### src/rtl/seq_magnitude_comparator_if.sv
// Request/result bundle for the sequential magnitude comparator.
// The requester drives operands and start. The comparator returns busy, done and the result flags.
interface seq_magnitude_comparator_if #(
    parameter int WIDTH = 8
);
    logic             start;
    logic [WIDTH-1:0] a;
    logic [WIDTH-1:0] b;
    logic             signed_mode;
    logic             busy;
    logic             done;
    logic             a_gt_b;
    logic             a_lt_b;
    logic             a_eq_b;

    modport master (
        output start, a, b, signed_mode,
        input  busy, done, a_gt_b, a_lt_b, a_eq_b
    );

    modport slave (
        input  start, a, b, signed_mode,
        output busy, done, a_gt_b, a_lt_b, a_eq_b
    );
endinterface

### src/rtl/seq_magnitude_comparator.sv
// Multi-cycle magnitude comparator. It walks two WIDTH-bit operands MSB-first,
// DIGIT bits per clock. Signed compares are handled by flipping both operand
// MSBs at load time (offset binary), so the datapath itself is always unsigned.
module seq_magnitude_comparator #(
    parameter int WIDTH      = 8,
    parameter int DIGIT      = 2,
    parameter bit EARLY_EXIT = 1'b0
) (
    input  logic                             clk,
    input  logic                             rst_n,
    seq_magnitude_comparator_if.slave        bus
);
    localparam int N     = WIDTH / DIGIT;
    localparam int CNT_W = (N > 1) ? $clog2(N) : 1;
    localparam logic [CNT_W-1:0] LAST_DIGIT = CNT_W'(N - 1);
    localparam logic [WIDTH-1:0] MSB_MASK   = WIDTH'(1) << (WIDTH - 1);

    typedef enum logic {
        IDLE    = 1'b0,
        COMPARE = 1'b1
    } state_t;

    state_t           state_q, state_d;
    logic [WIDTH-1:0] sh_a_q, sh_b_q;
    logic [CNT_W-1:0] cnt_q;
    logic             decided_q, gt_q, lt_q;
    logic             done_q, flag_gt_q, flag_lt_q, flag_eq_q;

    logic [DIGIT-1:0] top_a, top_b;
    logic             digit_diff, new_gt, new_lt, finish, accept;

    // Current digit decode and the decision that results once this digit is included
    always_comb begin
        top_a      = sh_a_q[WIDTH-1 -: DIGIT];
        top_b      = sh_b_q[WIDTH-1 -: DIGIT];
        digit_diff = (top_a != top_b);
        new_gt     = decided_q ? gt_q : (top_a > top_b);
        new_lt     = decided_q ? lt_q : (top_a < top_b);
        accept     = (state_q == IDLE) && bus.start;
        finish     = (state_q == COMPARE) &&
                     ((cnt_q == LAST_DIGIT) || (EARLY_EXIT && !decided_q && digit_diff));
    end

    // State register
    always_ff @(posedge clk) begin
        // NOTE: state is updated with non-blocking assignments so every flop samples pre-edge values.
        if (!rst_n) state_q <= IDLE;
        else        state_q <= state_d;
    end

    // Next-state logic
    always_comb begin
        // NOTE: a default assignment on entry prevents latch inference on paths that do not assign.
        state_d = state_q;
        unique case (state_q)
            IDLE:    if (bus.start) state_d = COMPARE;
            COMPARE: if (finish)    state_d = IDLE;
            default: state_d = IDLE;
        endcase
    end

    // Datapath: operand shift registers, digit counter, frozen decision and result flags
    always_ff @(posedge clk) begin
        if (!rst_n) begin
            // NOTE: the shift registers are ordinary flops, so they are cleared here along with the control state.
            sh_a_q    <= '0;
            sh_b_q    <= '0;
            cnt_q     <= '0;
            decided_q <= 1'b0;
            gt_q      <= 1'b0;
            lt_q      <= 1'b0;
            done_q    <= 1'b0;
            flag_gt_q <= 1'b0;
            flag_lt_q <= 1'b0;
            flag_eq_q <= 1'b0;
        end else begin
            done_q <= 1'b0;
            if (accept) begin
                sh_a_q    <= bus.signed_mode ? (bus.a ^ MSB_MASK) : bus.a;
                sh_b_q    <= bus.signed_mode ? (bus.b ^ MSB_MASK) : bus.b;
                cnt_q     <= '0;
                decided_q <= 1'b0;
                gt_q      <= 1'b0;
                lt_q      <= 1'b0;
            end else if (state_q == COMPARE) begin
                sh_a_q <= sh_a_q << DIGIT;
                sh_b_q <= sh_b_q << DIGIT;
                cnt_q  <= cnt_q + CNT_W'(1);
                // The first differing digit decides the result; later digits are ignored
                if (!decided_q && digit_diff) begin
                    decided_q <= 1'b1;
                    gt_q      <= new_gt;
                    lt_q      <= new_lt;
                end
                if (finish) begin
                    done_q    <= 1'b1;
                    flag_gt_q <= new_gt;
                    flag_lt_q <= new_lt;
                    flag_eq_q <= !new_gt && !new_lt;
                end
            end
        end
    end

    // Output decode
    always_comb begin
        bus.busy   = (state_q == COMPARE);
        bus.done   = done_q;
        bus.a_gt_b = flag_gt_q;
        bus.a_lt_b = flag_lt_q;
        bus.a_eq_b = flag_eq_q;
    end
endmodule

### src/flat_wrapper.sv
// flat-port wrapper written by rule: the top's interface ports become plain ports
module seq_magnitude_comparator_flat 
#(
    parameter int WIDTH      = 8,
    parameter int DIGIT      = 2,
    parameter bit EARLY_EXIT = 1'b0
)
  (clk, rst_n, bus_start, bus_a, bus_b, bus_signed_mode, bus_busy, bus_done, bus_a_gt_b, bus_a_lt_b, bus_a_eq_b);
  seq_magnitude_comparator_if #(.WIDTH(WIDTH)) bus_i ();
  input  logic clk;
  input  logic rst_n;
  input wire logic [$bits(bus_i.start)-1:0] bus_start;
  input wire logic [$bits(bus_i.a)-1:0] bus_a;
  input wire logic [$bits(bus_i.b)-1:0] bus_b;
  input wire logic [$bits(bus_i.signed_mode)-1:0] bus_signed_mode;
  output wire logic [$bits(bus_i.busy)-1:0] bus_busy;
  output wire logic [$bits(bus_i.done)-1:0] bus_done;
  output wire logic [$bits(bus_i.a_gt_b)-1:0] bus_a_gt_b;
  output wire logic [$bits(bus_i.a_lt_b)-1:0] bus_a_lt_b;
  output wire logic [$bits(bus_i.a_eq_b)-1:0] bus_a_eq_b;
  assign bus_i.start = bus_start;
  assign bus_i.a = bus_a;
  assign bus_i.b = bus_b;
  assign bus_i.signed_mode = bus_signed_mode;
  assign bus_busy = bus_i.busy;
  assign bus_done = bus_i.done;
  assign bus_a_gt_b = bus_i.a_gt_b;
  assign bus_a_lt_b = bus_i.a_lt_b;
  assign bus_a_eq_b = bus_i.a_eq_b;
  seq_magnitude_comparator #(.WIDTH(WIDTH), .DIGIT(DIGIT), .EARLY_EXIT(EARLY_EXIT)) u_core (.clk(clk), .rst_n(rst_n), .bus(bus_i));
endmodule
### config.mk
export PLATFORM = sky130hd
export DESIGN_NAME = seq_magnitude_comparator_flat
export DESIGN_NICKNAME = d
export VERILOG_FILES = /design/src/rtl/seq_magnitude_comparator_if.sv /design/src/rtl/seq_magnitude_comparator.sv /design/src/flat_wrapper.sv
export SDC_FILE = /design/constraint.sdc
export NUM_CORES = 1
export LEC_CHECK = 0
export BUFFER_PORTS_ARGS = -buffer_cell sky130_fd_sc_hd__buf_2
export CORE_MARGIN = 4
export CORE_UTILIZATION = 44
export CTS_BUF_LIST = sky130_fd_sc_hd__clkbuf_4
export DETAILED_ROUTE_END_ITERATION = 12
export GPL_TIMING_DRIVEN = 0
export PLACE_DENSITY = 0.74
export SLEW_MARGIN = 20
export SYNTH_ARGS = -nofsm -noshare
export SYNTH_HDL_FRONTEND = slang
export SYNTH_SLANG_ARGS = --single-unit
### constraint.sdc
create_clock -name clk -period 2.5 [get_ports clk]
set_input_delay 0.375 -clock clk [delete_from_list [all_inputs] [get_ports clk]]
set_output_delay 0.375 -clock clk [all_outputs]
set_load 0.05 [all_outputs]
## After elaboration in Yosys (flattened, before gate mapping)

Cells that the tools add are included.

| storage, ports and cells | value |
|---|---|
| flip-flop bits (word level) | 26 |
| output and inout bits | 5 |
| word-level logic and storage cells | 45 |
| input bits | 20 |

| cells by class | value |
|---|---|
| equality and inequality tests | 2 |
| add/sub/neg operators | 1 |
| reductions and logical operators | 12 |
| bitwise gates (word level) | 5 |
| mux-type cells | 12 |
| magnitude comparators | 2 |

Operators by type and width:

| kind | number |
|---|---|
| $mux W8 | 6 |
| $mux W1 | 5 |
| $not A1 Y1 | 5 |
| $logic_and A1 B1 Y1 | 4 |
| $logic_not A1 Y1 | 3 |
| $reduce_and A3 Y1 | 1 |
| $reduce_or A3 Y1 | 1 |
| $add A2 B1 Y2 const B | 1 |
| $eq A2 B2 Y1 const B | 1 |
| $gt A2 B2 Y1 | 1 |
| $lt A2 B2 Y1 | 1 |
| $ne A2 B2 Y1 | 1 |
| $pmux W1 S2 | 1 |
| $reduce_and A2 Y1 | 1 |
| $reduce_bool A2 Y1 | 1 |
| $reduce_or A2 Y1 | 1 |

## Depth between registers and ports, before layout

Gate-level depths: netlist of run 1.

| logic depth | value |
|---|---|
| word-level depth | 4 |
| depth in mapped cells | 5 |

## Worst setup path before layout of run 1

OpenSTA, ideal clock, no wires.

| path | value |
|---|---|
| path type | reg-to-reg |
| from | register u_core.state_q (netlist: u_core.bus.busy) |
| to | register u_core.lt_q |
| path buffers | 1 |
| clock period less this slack | 1,404 ps |
| stages on the path, launching flop included | 4 |
| slack | 1,096 ps |
| arrival | 1,286 ps |
| data required time | 2,382 ps |
| setup time | 118 ps |
| path through | dfxtp_1 > buf_2 > o2111ai_1 > nor3b_1 |

| between the ends | value |
|---|---|
| word-level cells in the longest chain between the ends | 3 |
| elaborated cells between the ends (all ways) | 4 |
| classes of those cells | 1 x bitwise; 3 x reduce/logical |

Ends and longest elaborated chain:

| what | line | text |
|---|---|---|
| start: declaration | seq_magnitude_comparator.sv:23 | `state_t state_q, state_d;` |
| start signal: assignment | seq_magnitude_comparator.sv:48 | `else state_q <= state_d;` |
| $not A1 Y1 (no source line) | n/a |  |
| $logic_and A1 B1 Y1 | seq_magnitude_comparator.sv:39 | `accept = (state_q == IDLE) && bus.start;` |
| $reduce_or A2 Y1 (no source line) | n/a |  |
| end signal: assignment | seq_magnitude_comparator.sv:93 | `lt_q <= new_lt;` |
| end: declaration | seq_magnitude_comparator.sv:26 | `logic decided_q, gt_q, lt_q;` |

Several ways; a longest one is shown, not always the timed one.
A chain may end at the register's enable or synchronous reset.

## Final worst setup path of run 1

| path | value |
|---|---|
| from | register u_core.sh_b_q[7] |
| to | register u_core.flag_eq_q (netlist: u_core.bus.a_eq_b) |

| between the ends | value |
|---|---|
| word-level cells in the longest chain between the ends | 4 |
| elaborated cells between the ends (all ways) | 7 |
| classes of those cells | 2 x order compare; 2 x mux; 3 x reduce/logical |

Ends and longest elaborated chain:

| what | line | text |
|---|---|---|
| start: declaration | seq_magnitude_comparator.sv:24 | `logic [WIDTH-1:0] sh_a_q, sh_b_q;` |
| start signal: assignment | seq_magnitude_comparator.sv:80 | `sh_b_q <= bus.signed_mode ? (bus.b ^ MSB_MASK) : bus.b;` |
| start signal: assignment | seq_magnitude_comparator.sv:87 | `sh_b_q <= sh_b_q << DIGIT;` |
| $gt A2 B2 Y1 or $lt A2 B2 Y1 (tied branches) | seq_magnitude_comparator.sv:37, seq_magnitude_comparator.sv:38 |  |
| $mux W1 (on tied branches) | seq_magnitude_comparator.sv:37, seq_magnitude_comparator.sv:38 |  |
| $logic_not A1 Y1 | seq_magnitude_comparator.sv:99 | `flag_eq_q <= !new_gt && !new_lt;` |
| $logic_and A1 B1 Y1 * | seq_magnitude_comparator.sv:99 |  |
| end signal: assignment | seq_magnitude_comparator.sv:99 |  |
| end: declaration | seq_magnitude_comparator.sv:27 | `logic done_q, flag_gt_q, flag_lt_q, flag_eq_q;` |

Every way passes the cells marked *; elsewhere a longest branch is shown, timed or not.

==> reports/results.ini, run 1 <==
[status]
status = complete, no violations

[floorplanning]
start_util_pct = 47.1
die_x_um = 60.0
coreArea_um2 = 2520
ios = 25
die_area_um2 = 3600
die_h_um = 60.0
rows = 18

[clocking]
clock_latency_ns = 0.31
cts_tree = yes
hold_buffers = 0
cts_resized = 0
numCtsBuffers = 3
cts_sinks = 26
cts.clk_slew.worst_paths_ns = 0.14
cts.path.max_buffers = 2
cts-root-buf = clkbuf_4
htreeDepth = 1
cts_setup_buffers = 0

[timing]
drv_slew = 0
slew_headroom_pct = 70.8
min_period_over_period_pct = 58.5
tightest_slew_ns = 0.438
period_minus_slack_ns = 1.46
final-hold-violation-count = 0
final.setup.tns_ns = 0
skew_ns = 0.00650
setup_ws_ns = 1.04
setup_viol = 0
max_freq_mhz = 684
rsz0062_at_grt = false

[layout]
fin_nets = 169
regArea_um2 = 520
fin_util_pct = 54.2
final_area_um2 = 1370
fillCellCount = 247
drive_gt1_share_pct = 28.3
multiInputGateArea_um2 = 602
syn_to_final_growth_pct = 15.1
antenna_cells = 0

[drt]
wl_um = 2160
vias = 882
dr.pass1.iters = 4
drt-initial-drc-count = 25
routed_via_density = 5.04
ant_nets = 0
drc = 0
wl_per_cell_um = 12.3

[setup_path]
cp.required_ns = 2.72
timing.rr.start = u_core.sh_b_q[7]
crit_arrival_ns = 1.68
r2r.worst_path.cells = 5
r2r_end = u_core.bus.a_eq_b
reg2reg_slack_ns = 1.04
crit_fanout = 3
crit_path_end_kind = flip-flop
worstSetupPathType = reg2reg
setup.worst_path.start_class = flip-flop

[synth]
synth_area_per_cell_um2 = 10.1
syn-cell-area_um2 = 1190
yosysSeqAreaShare_pct = 43.8
synth_flop_cell = dfxtp_1
synth_common_cells = 26 x dfxtp_1, 20 x nor2_1, 17 x mux2i_1
synth-seq-cells = 26
yosys.area.top_type = dfxtp_1
ys_warn_count = 0
synth_edf_count = 0
synth.most_common_cell = dfxtp_1
syn_inst = 118
synth_cell_type_count = 30
synth.area.top_cells = dfxtp_1 44%, mux2i_1 14%, mux2_2 7.6%, nor2_1 6.3%, ha_1 3.2%
async_flop_share_pct = 0
synth_nets = 141
netlist.area_leader.share_pct = 43.8

[place]
dp_slack_ns = 1.04
dpl_cell_area_um2 = 1340
finalWeightedCongestion = 0.699
io_buffers = 23
dp_hpwl_um = 1680

[min_path]
hold-path-cell-count = 3
min_to = u_core.sh_b_q[0]
hold_start = bus_b[0]
hp-class = in2reg

[power_and_ir_drop]
pwr_density_cell_nw_per_um2 = 564
ir_drop_mv = 0.347
power.leakage_nw = 0.622

[grt]
grt_pass1_wl_um = 3860
grt_usage_pct = 13.9
grt_pass1_vias = 926
grt_antenna_before_repair = 0
overflow = 0
grt_max_degree = 15

[run]
cap_violations = 0

how the worst max path moves through the flow:
stage	from	to	slack, ns
final	u_core.sh_b_q[7]	u_core.bus.a_eq_b	1.04
after global routing	u_core.bus.busy	bus_busy	0.96
after CTS	u_core.sh_b_q[7]	u_core.bus.a_lt_b	1.02
after detailed placement	u_core.sh_b_q[7]	u_core.bus.a_eq_b	1.04
after global placement	u_core.sh_b_q[7]	u_core.bus.a_eq_b	1.08
after floorplan	u_core.bus.busy	u_core.lt_q	1.10
metrics by stage:
| stage | hold slack (ns) | total power, mW | std cells |
|---|---|---|---|
| finish | 0.289 | 0.772 | 175 |
| global route | 0.293 | 0.822 | 175 |
| CTS | 0.278 | 0.782 | 175 |
| detailed placement | 0.467 | 0.606 | 171 |
| global placement | 0.459 | 0.599 | 171 |
| floorplan | 0.439 | 0.565 | 118 |
layout by cell type (no fill, tap or decap), drive strengths merged, types with 2 or more instances in the layout:
cell	Yosys	final
nand2	5	5
nand2b	2	2
clkbuf	1	4
mux2i	17	17
o21ai	3	3
a21oi	4	4
buf	4	27
nand3	2	2
dfxtp	26	26
inv	5	5
mux2	10	10
nor2	20	20
a31oi	2	2
nor3b	2	2
ha	3	3
xor2	2	2
cell type report:
class | instances | area share, %
well taps | 30 | 2.74
plain buffers | 5 | 3.48
inverters | 5 | 1.37
multi-input cells | 82 | 44.0
clock inverters | 1 | 0.274
flip-flops and latches | 26 | 38.1
clock buffers | 3 | 1.65
repair buffers | 23 | 8.42
flip-flops by register name, indices dropped and copies added (netlist names):
signal	flops
u_core.sh_a_q	8
u_core.sh_b_q	8
u_core.bus.a_eq_b	1
u_core.bus.busy	1
u_core.lt_q	1
u_core.cnt_q	2
u_core.bus.a_lt_b	1
u_core.decided_q	1
u_core.bus.a_gt_b	1
u_core.bus.done	1
u_core.gt_q	1
per-layer routing:
layer / track usage (%) / up-vias / part of all wire [%]
li1: - / 460 / -
met2: 24.5 / 15 / 51
met4: 2.85 / 0 / 0
met5: 0 / - / 0
met1: 17.8 / 407 / 45
met3: 1.94 / 0 / 4.6
report_power, final:
| group | internal, mW | leakage, nW | switching, mW |
|---|---|---|---|
| combinational | 0.0711 | 0.394 | 0.0729 |
| clock | 0.0582 | 0.0154 | 0.118 |
| sequential | 0.438 | 0.213 | 0.0137 |
| total | 0.567 | 0.622 | 0.205 |
cell families after synthesis:
| group | share of synthesized area (%) |
|---|---|
| AND/OR/NAND/NOR | 13.3 |
| flip-flops | 43.8 |
| adder cells (fa/ha/maj) | 3.16 |
| AO/OA/AOI/OAI | 8.32 |
| buffers and inverters | 5.58 |
| XOR/XNOR | 1.47 |
| multiplexers | 24.4 |
worst max-delay path, cell delays in order (launching register included):
cell and delay [ns]:
dfxtp_1 0.36, inv_1 0.05, ha_1 0.31, nor2b_1 0.16, o31a_1 0.27, a41o_1 0.23
No activity file was read; power rests on OpenSTA's default activity.
==> run 2: changes to the inputs <==
==> constraint.sdc (replaced) <==
create_clock -name clk -period 1.4 [get_ports clk]
set_input_delay 0.21 -clock clk [delete_from_list [all_inputs] [get_ports clk]]
set_output_delay 0.21 -clock clk [all_outputs]
set_load 0.05 [all_outputs]
==> reports/results.ini, run 2 (same netlist as run 1, synthesis figures left out) <==
[timing]
min_period_over_period_pct = 96.2  ; +38 points
period_minus_slack_ns = 1.35  ; -0.115 ns
max_freq_mhz = 742  ; +8.5%
tightest_slew_ns = 0.432  ; -0.00654 ns
final.setup.tns_ns = 0  ; unchanged
slew_headroom_pct = 71.2  ; +0.44 points
setup_viol = 0  ; unchanged
drv_slew = 0  ; unchanged
skew_ns = 0.00423  ; -0.00227 ns
final-hold-violation-count = 0  ; unchanged
rsz0062_at_grt = false

[power_and_ir_drop]
p_clk_share_pct = 22.5  ; -0.3 points
power_switching_uw = 366  ; +79%
ir_drop_mv = 0.771  ; +120%
p_seq_share_pct = 58.5  ; about the same
swShare_pct = 26.5  ; -0.051 points
power.leakage_nw = 0.623  ; +0.28%
totalPowerFinal_mw = 1.38  ; +79%
power.share.combinational_pct = 19.0  ; +0.3 points
p_int_mw = 1.02  ; +79%
pwr_density_cell_nw_per_um2 = 1000  ; +77%

[floorplanning]
coreArea_um2 = 2520  ; unchanged
die_x_um = 60.0  ; unchanged
start_util_pct = 47.1  ; unchanged
rows = 18  ; unchanged
die_h_um = 60.0  ; unchanged
ios = 25  ; unchanged
die_area_um2 = 3600  ; unchanged

[place]
dp_hpwl_um = 1640  ; -2.1%
finalWeightedCongestion = 0.715  ; +2.3%
io_buffers = 23  ; unchanged

[drt]
wl_per_cell_um = 12.1  ; -1.5%
ant_nets = 0  ; unchanged
drt-initial-drc-count = 19  ; -24%
drc = 0  ; unchanged
vias = 921  ; +4.4%
wl_um = 2110  ; -2.1%
dr.pass1.iters = 4  ; unchanged
routed_via_density = 5.29  ; +5.0%

[setup_path]
setup.worst_path.start_class = flip-flop
crit_arrival_ns = 1.58  ; -0.10 ns
crit_path_end_kind = flip-flop
crit_slowest_cell = dfxtp_2
crit_chain = inv_2 > ha_4 > nor2b_2 > o31a_1 > a41o_1
cp.required_ns = 1.63  ; -1.09 ns
crit_fanout = 3  ; unchanged
cp_slowest_stage_delay_ns = 0.35  ; about the same
worstSetupPathType = reg2reg

[clocking]
hold_buffers = 0  ; unchanged
htreeDepth = 1  ; unchanged
clock_latency_ns = 0.32  ; about the same
cts_tree = yes
cts.path.max_buffers = 2  ; unchanged
cts_sinks = 26  ; unchanged
numCtsBuffers = 3  ; unchanged
cts_setup_buffers = 0  ; unchanged
cts.clk_slew.worst_paths_ns = 0.13  ; about the same
cts-root-buf = clkbuf_4

[layout]
reg.largest.list = u_core.sh_a_q: 8 flops, u_core.sh_b_q: 8 flops, u_core.cnt_q: 2 flops
drive_gt1_share_pct = 32.6  ; +4.4 points
layout_commonest_cell = buf_2
multiInputGateArea_um2 = 617  ; +2.5%
fin_nets = 169  ; unchanged
regArea_um2 = 524  ; +0.72%
syn_to_final_growth_pct = 16.3
fillCellCount = 244  ; -1.2%
final_cell_mix = 24 x buf_2, 23 x dfxtp_1, 20 x nor2_1, 17 x mux2i_1, 8 x mux2_2
antenna_cells = 0  ; unchanged

[grt]
grt_pass1_vias = 919  ; -0.76%
grt_pass1_wl_um = 3770  ; -2.2%
grt_max_degree = 14  ; -1
overflow = 0  ; unchanged
grt_usage_pct = 13.6  ; -0.30 points
grt_antenna_before_repair = 0  ; unchanged

[run]
cap_violations = 0  ; unchanged

[min_path]
hp-class = in2reg

[status]
status = complete, no violations

run 2: what timing repair did:
item                                    CTS  global route
endpoints found under the hold margin     0             0
gates resized for setup                   3             2
endpoints found under the setup margin    2             2
pin swaps                                 1             0
run 2: power groups by stage:
| stage | Sequential (mW) | Clock (mW) | Combinational, mW |
|---|---|---|---|
| detailed placement | 0.824 | 0 | 0.256 |
| global placement | 0.821 | 0 | 0.250 |
| CTS | 0.809 | 0.322 | 0.265 |
| global route | 0.816 | 0.354 | 0.295 |
| floorplan | 0.826 | 0 | 0.184 |
| finish | 0.809 | 0.311 | 0.263 |
run 2: layout make-up:
cell class,instances,share of cell area (%)
multi-input combinational,82,44.6
buffer,5,3.44
tap,30,2.71
inverter,5,1.36
timing repair buffer,23,8.33
clock buffer,3,1.63
sequential,26,37.9
run 2: worst paths after layout:
check	startpoint	end	slack (ns)	depth (start not counted)
worst max-delay path	u_core.sh_b_q[7]	u_core.bus.a_eq_b	0.05	5
worst min-delay path	bus_b[0]	u_core.sh_b_q[0]	0.12	3
worst max register to register	u_core.sh_b_q[7]	u_core.bus.a_eq_b	0.05	5
worst min register to register	u_core.sh_b_q[5]	u_core.sh_b_q[7]	0.50	2
run 2: metrics by stage:
step / std cells / setup WS (ns) / hold slack, ns / utilization [%] / cell area [um2]
2_1_floorplan: 118 / 0.0576 / 0.348 / - / 1190
3_3_place_gp: 171 / -0.0253 / 0.445 / 53.2 / 1340
3_5_place_dp: 171 / -0.0285 / 0.459 / 53.2 / 1340
4_1_cts: 174 / 0.0277 / 0.121 / 54.8 / 1380
5_1_grt: 174 / 0.0216 / 0.145 / 54.8 / 1380
6_report: 174 / 0.0529 / 0.125 / 54.8 / 1380
run 2: critical path, delay by kind of cell, from the launching register on:
family	cells	cell delay, ns
AO/OA/AOI/OAI	2	0.49
flip-flops	1	0.35
adder cells (fa/ha/maj)	1	0.21
AND/OR/NAND/NOR	1	0.16
buffers and inverters	1	0.04
run 2: per-layer routing:
layer / GRT usage (%) / wire length, um / share of wire, %
met2: 25.0 / 1070 / 51
met1: 15.6 / 916 / 43
met5: 0 / 0 / 0
met3: 1.94 / 107 / 5.1
met4: 5.06 / 17 / 0.80
==> run 3: changes to the inputs <==
--- a/config.mk
+++ b/config.mk
@@ -5,6 +5,7 @@
 export SDC_FILE = /design/constraint.sdc
 export NUM_CORES = 1
 export LEC_CHECK = 0
+export ABC_AREA = 1
 export BUFFER_PORTS_ARGS = -buffer_cell sky130_fd_sc_hd__buf_2
 export CORE_MARGIN = 4
 export CORE_UTILIZATION = 44
==> constraint.sdc (replaced) <==
create_clock -name clk -period 1.4 [get_ports clk]
set_input_delay 0.21 -clock clk [delete_from_list [all_inputs] [get_ports clk]]
set_output_delay 0.21 -clock clk [all_outputs]
set_load 0.02 [all_outputs]
==> reports/results.ini, run 3 <==
[synth]
synth_cell_type_count = 19  ; -37%
synth.area.top_cells = dfxtp_1 45%, nand2_1 23%, inv_1 7.5%, nand3_1 4.8%, a21oi_1 3.9%
synth_nets = 189  ; +34%
synth_edf_count = 0  ; unchanged
synth_flop_cell = dfxtp_1
synth-seq-cells = 26  ; unchanged
synth_common_cells = 71 x nand2_1, 26 x dfxtp_1, 23 x inv_1
synth.most_common_cell = nand2_1
syn_inst = 166  ; +41%
synth_area_per_cell_um2 = 6.98  ; -31%
ys_warn_count = 0  ; unchanged
syn-cell-area_um2 = 1160  ; -2.5%
yosys.area.top_type = dfxtp_1
yosysSeqAreaShare_pct = 44.9  ; +1.1 points
async_flop_share_pct = 0  ; unchanged
netlist.area_leader.share_pct = 44.9  ; +1.1 points

[place]
dp_hpwl_um = 1820  ; +11%
finalWeightedCongestion = 0.783  ; +9.4%
io_buffers = 24  ; +4.3%
dp_slack_ns = 0.152  ; +0.180 ns

[setup_path]
crit_path_end_kind = flip-flop
cp_slowest_stage_delay_ns = 0.36  ; about the same
cp.required_ns = 1.66  ; +0.03 ns
worstSetupPathType = reg2reg
cpMostUsedCell = inv_1
setup.worst_path.start_class = flip-flop
startpoint = u_core.sh_b_q[7]
crit_fanout = 4  ; +1
crit_slowest_cell = dfxtp_1
crit_arrival_ns = 1.49  ; -0.09 ns
cp_top_family = flip-flops
crit_chain = inv_1 > ha_1 > nand2_1 > nand3_1 > inv_1 > o21ai_1 > nor2_1
crit_buf_inv = 2  ; +1
timing.rr.start = u_core.sh_b_q[7]

[layout]
final_cell_mix = 71 x nand2_1, 26 x dfxtp_1, 25 x buf_2, 23 x inv_1, 11 x nand3_1
drive_gt1_share_pct = 17.6  ; -15 points
reg.largest.list = u_core.sh_a_q: 8 flops, u_core.sh_b_q: 8 flops, u_core.cnt_q: 2 flops
fin_nets = 218  ; +29%
antenna_cells = 0  ; unchanged
fin_util_pct = 53.6  ; -1.3 points
syn_to_final_growth_pct = 15.6
layout_commonest_cell = nand2_1

[grt]
overflow = 0  ; unchanged
grt_max_degree = 14  ; unchanged
grt_pass1_wl_um = 4060  ; +7.7%
grt_pass1_vias = 983  ; +7.0%
grt_usage_pct = 15.1  ; +1.5 points
grt_antenna_before_repair = 0  ; unchanged

[clocking]
numCtsBuffers = 3  ; unchanged
cts.path.max_buffers = 2  ; unchanged
cts_setup_buffers = 0  ; unchanged
htreeDepth = 1  ; unchanged
cts-root-buf = clkbuf_4
hold_buffers = 0  ; unchanged
clock_latency_ns = 0.31  ; about the same
cts_tree = yes
cts.clk_slew.worst_paths_ns = 0.13  ; about the same
cts_sinks = 26  ; unchanged

[timing]
setup_viol = 0  ; unchanged
final-hold-violation-count = 0  ; unchanged
skew_ns = 0.00451  ; +0.000275 ns
period_minus_slack_ns = 1.24  ; -0.112 ns
rsz0062_at_grt = false
slew_headroom_pct = 70.2  ; -1.0 points
max_freq_mhz = 810  ; +9.1%
tightest_slew_ns = 0.447  ; +0.0150 ns
final.setup.tns_ns = 0  ; unchanged
min_period_over_period_pct = 88.2  ; -8.0 points
drv_slew = 0  ; unchanged
setup_ws_ns = 0.165  ; +0.112 ns

[status]
status = complete, no violations

[floorplanning]
coreArea_um2 = 2500  ; -0.89%
die_x_um = 59.3  ; -1.1%
die_h_um = 59.3  ; -1.1%
ios = 25  ; unchanged
start_util_pct = 46.3  ; -0.78 points
die_area_um2 = 3520  ; -2.2%
rows = 18  ; unchanged

[drt]
drt-initial-drc-count = 18  ; -1
dr.pass1.iters = 5  ; +1
wl_um = 2400  ; +13%
wl_per_cell_um = 10.7  ; -11%
vias = 1050  ; +14%
routed_via_density = 4.71  ; -11%
drc = 0  ; unchanged
ant_nets = 0  ; unchanged

[min_path]
hp-class = in2reg
hold_start = bus_a[1]

[power_and_ir_drop]
power.leakage_nw = 0.727  ; +17%
ir_drop_mv = 0.857  ; +11%
pwr_density_cell_nw_per_um2 = 988  ; -1.2%
totalPowerFinal_mw = 1.32  ; -4.4%

[run]
cap_violations = 0  ; unchanged

[run 3: cell types whose count changed after synthesis, moves of 4 or more]
cell / delta
a22oi_1: +4
mux2_2: -8
a21oi_1: +5
inv_1: +18
nand2_1: +66
nor2_1: -14
nand3_1: +9
mux2i_1: -17
[run 3: tightest hold or removal path: cells and delay by family]
kind | cells | cell delay (ns)
buffers and inverters | 1 | 0.10
AO/OA/AOI/OAI | 1 | 0.05
AND/OR/NAND/NOR | 1 | 0.06
[run 3: what timing repair did]
action	4_1_cts	5_1_grt
hold endpoints to repair	0	0
gates resized for setup	0	1
setup endpoints to repair	0	1
[run 3: cells by family (layout without fill, tap and decap cells)]
kind of cell / Yosys count / in the layout / share of synthesized area [%]
and+or+nand+nor: 90 / 90 / 31.6
buffers and inverters: 29 / 56 / 10.8
DFF: 26 / 26 / 44.9
AOI/OAI and AO/OA: 16 / 16 / 7.88
adders and majority gates: 3 / 3 / 3.24
xor gates and xnor gates: 2 / 2 / 1.51
[run 3: cell type report]
cell class | instances | area (um2)
Buffer | 5 | 35.0
Clock buffer | 3 | 22.5
Fill cell | 264 | 1160
Inverter | 24 | 90.1
Multi-Input combinational cell | 111 | 513
Sequential cell | 26 | 520
Tap cell | 30 | 37.5
Timing Repair Buffer | 24 | 120
[run 3: routing by layer]
layer	part of all wire (%)	vias up	wire (um)	track usage, %
met5	0	-	0	0
met4	0.79	0	19	2.27
met2	51	25	1220	26.8
li1	-	561	-	-
met3	5.6	2	134	4.14
met1	43	462	1030	18.3
[run 3: path summary, 6_finish.rpt]
kind                                          end  depth (start not counted)  slack [ns]
worst max-delay path                  u_core.lt_q                          7        0.16
worst min-delay path             u_core.sh_a_q[1]                          3        0.13
worst max register to register        u_core.lt_q                          7        0.16
worst min register to register  u_core.bus.a_gt_b                          2        0.46
[run 3: through the flow]
step / instances / hold slack (ns) / instance area [um2]
final: 223 / 0.132 / 1340
after global routing: 223 / 0.106 / 1340
after CTS: 223 / 0.114 / 1340
after detailed placement: 220 / 0.440 / 1320
after global placement: 220 / 0.435 / 1320
after floorplan: 166 / 0.353 / 1160
[run 3: power breakdown]
group	total [mW]	leakage, nW	switching [mW]	internal, mW
Clock	0.308	0.0138	0.207	0.101
Sequential	0.796	0.213	0.0195	0.776
Combinational	0.219	0.501	0.130	0.0881
Total	1.32	0.727	0.357	0.965
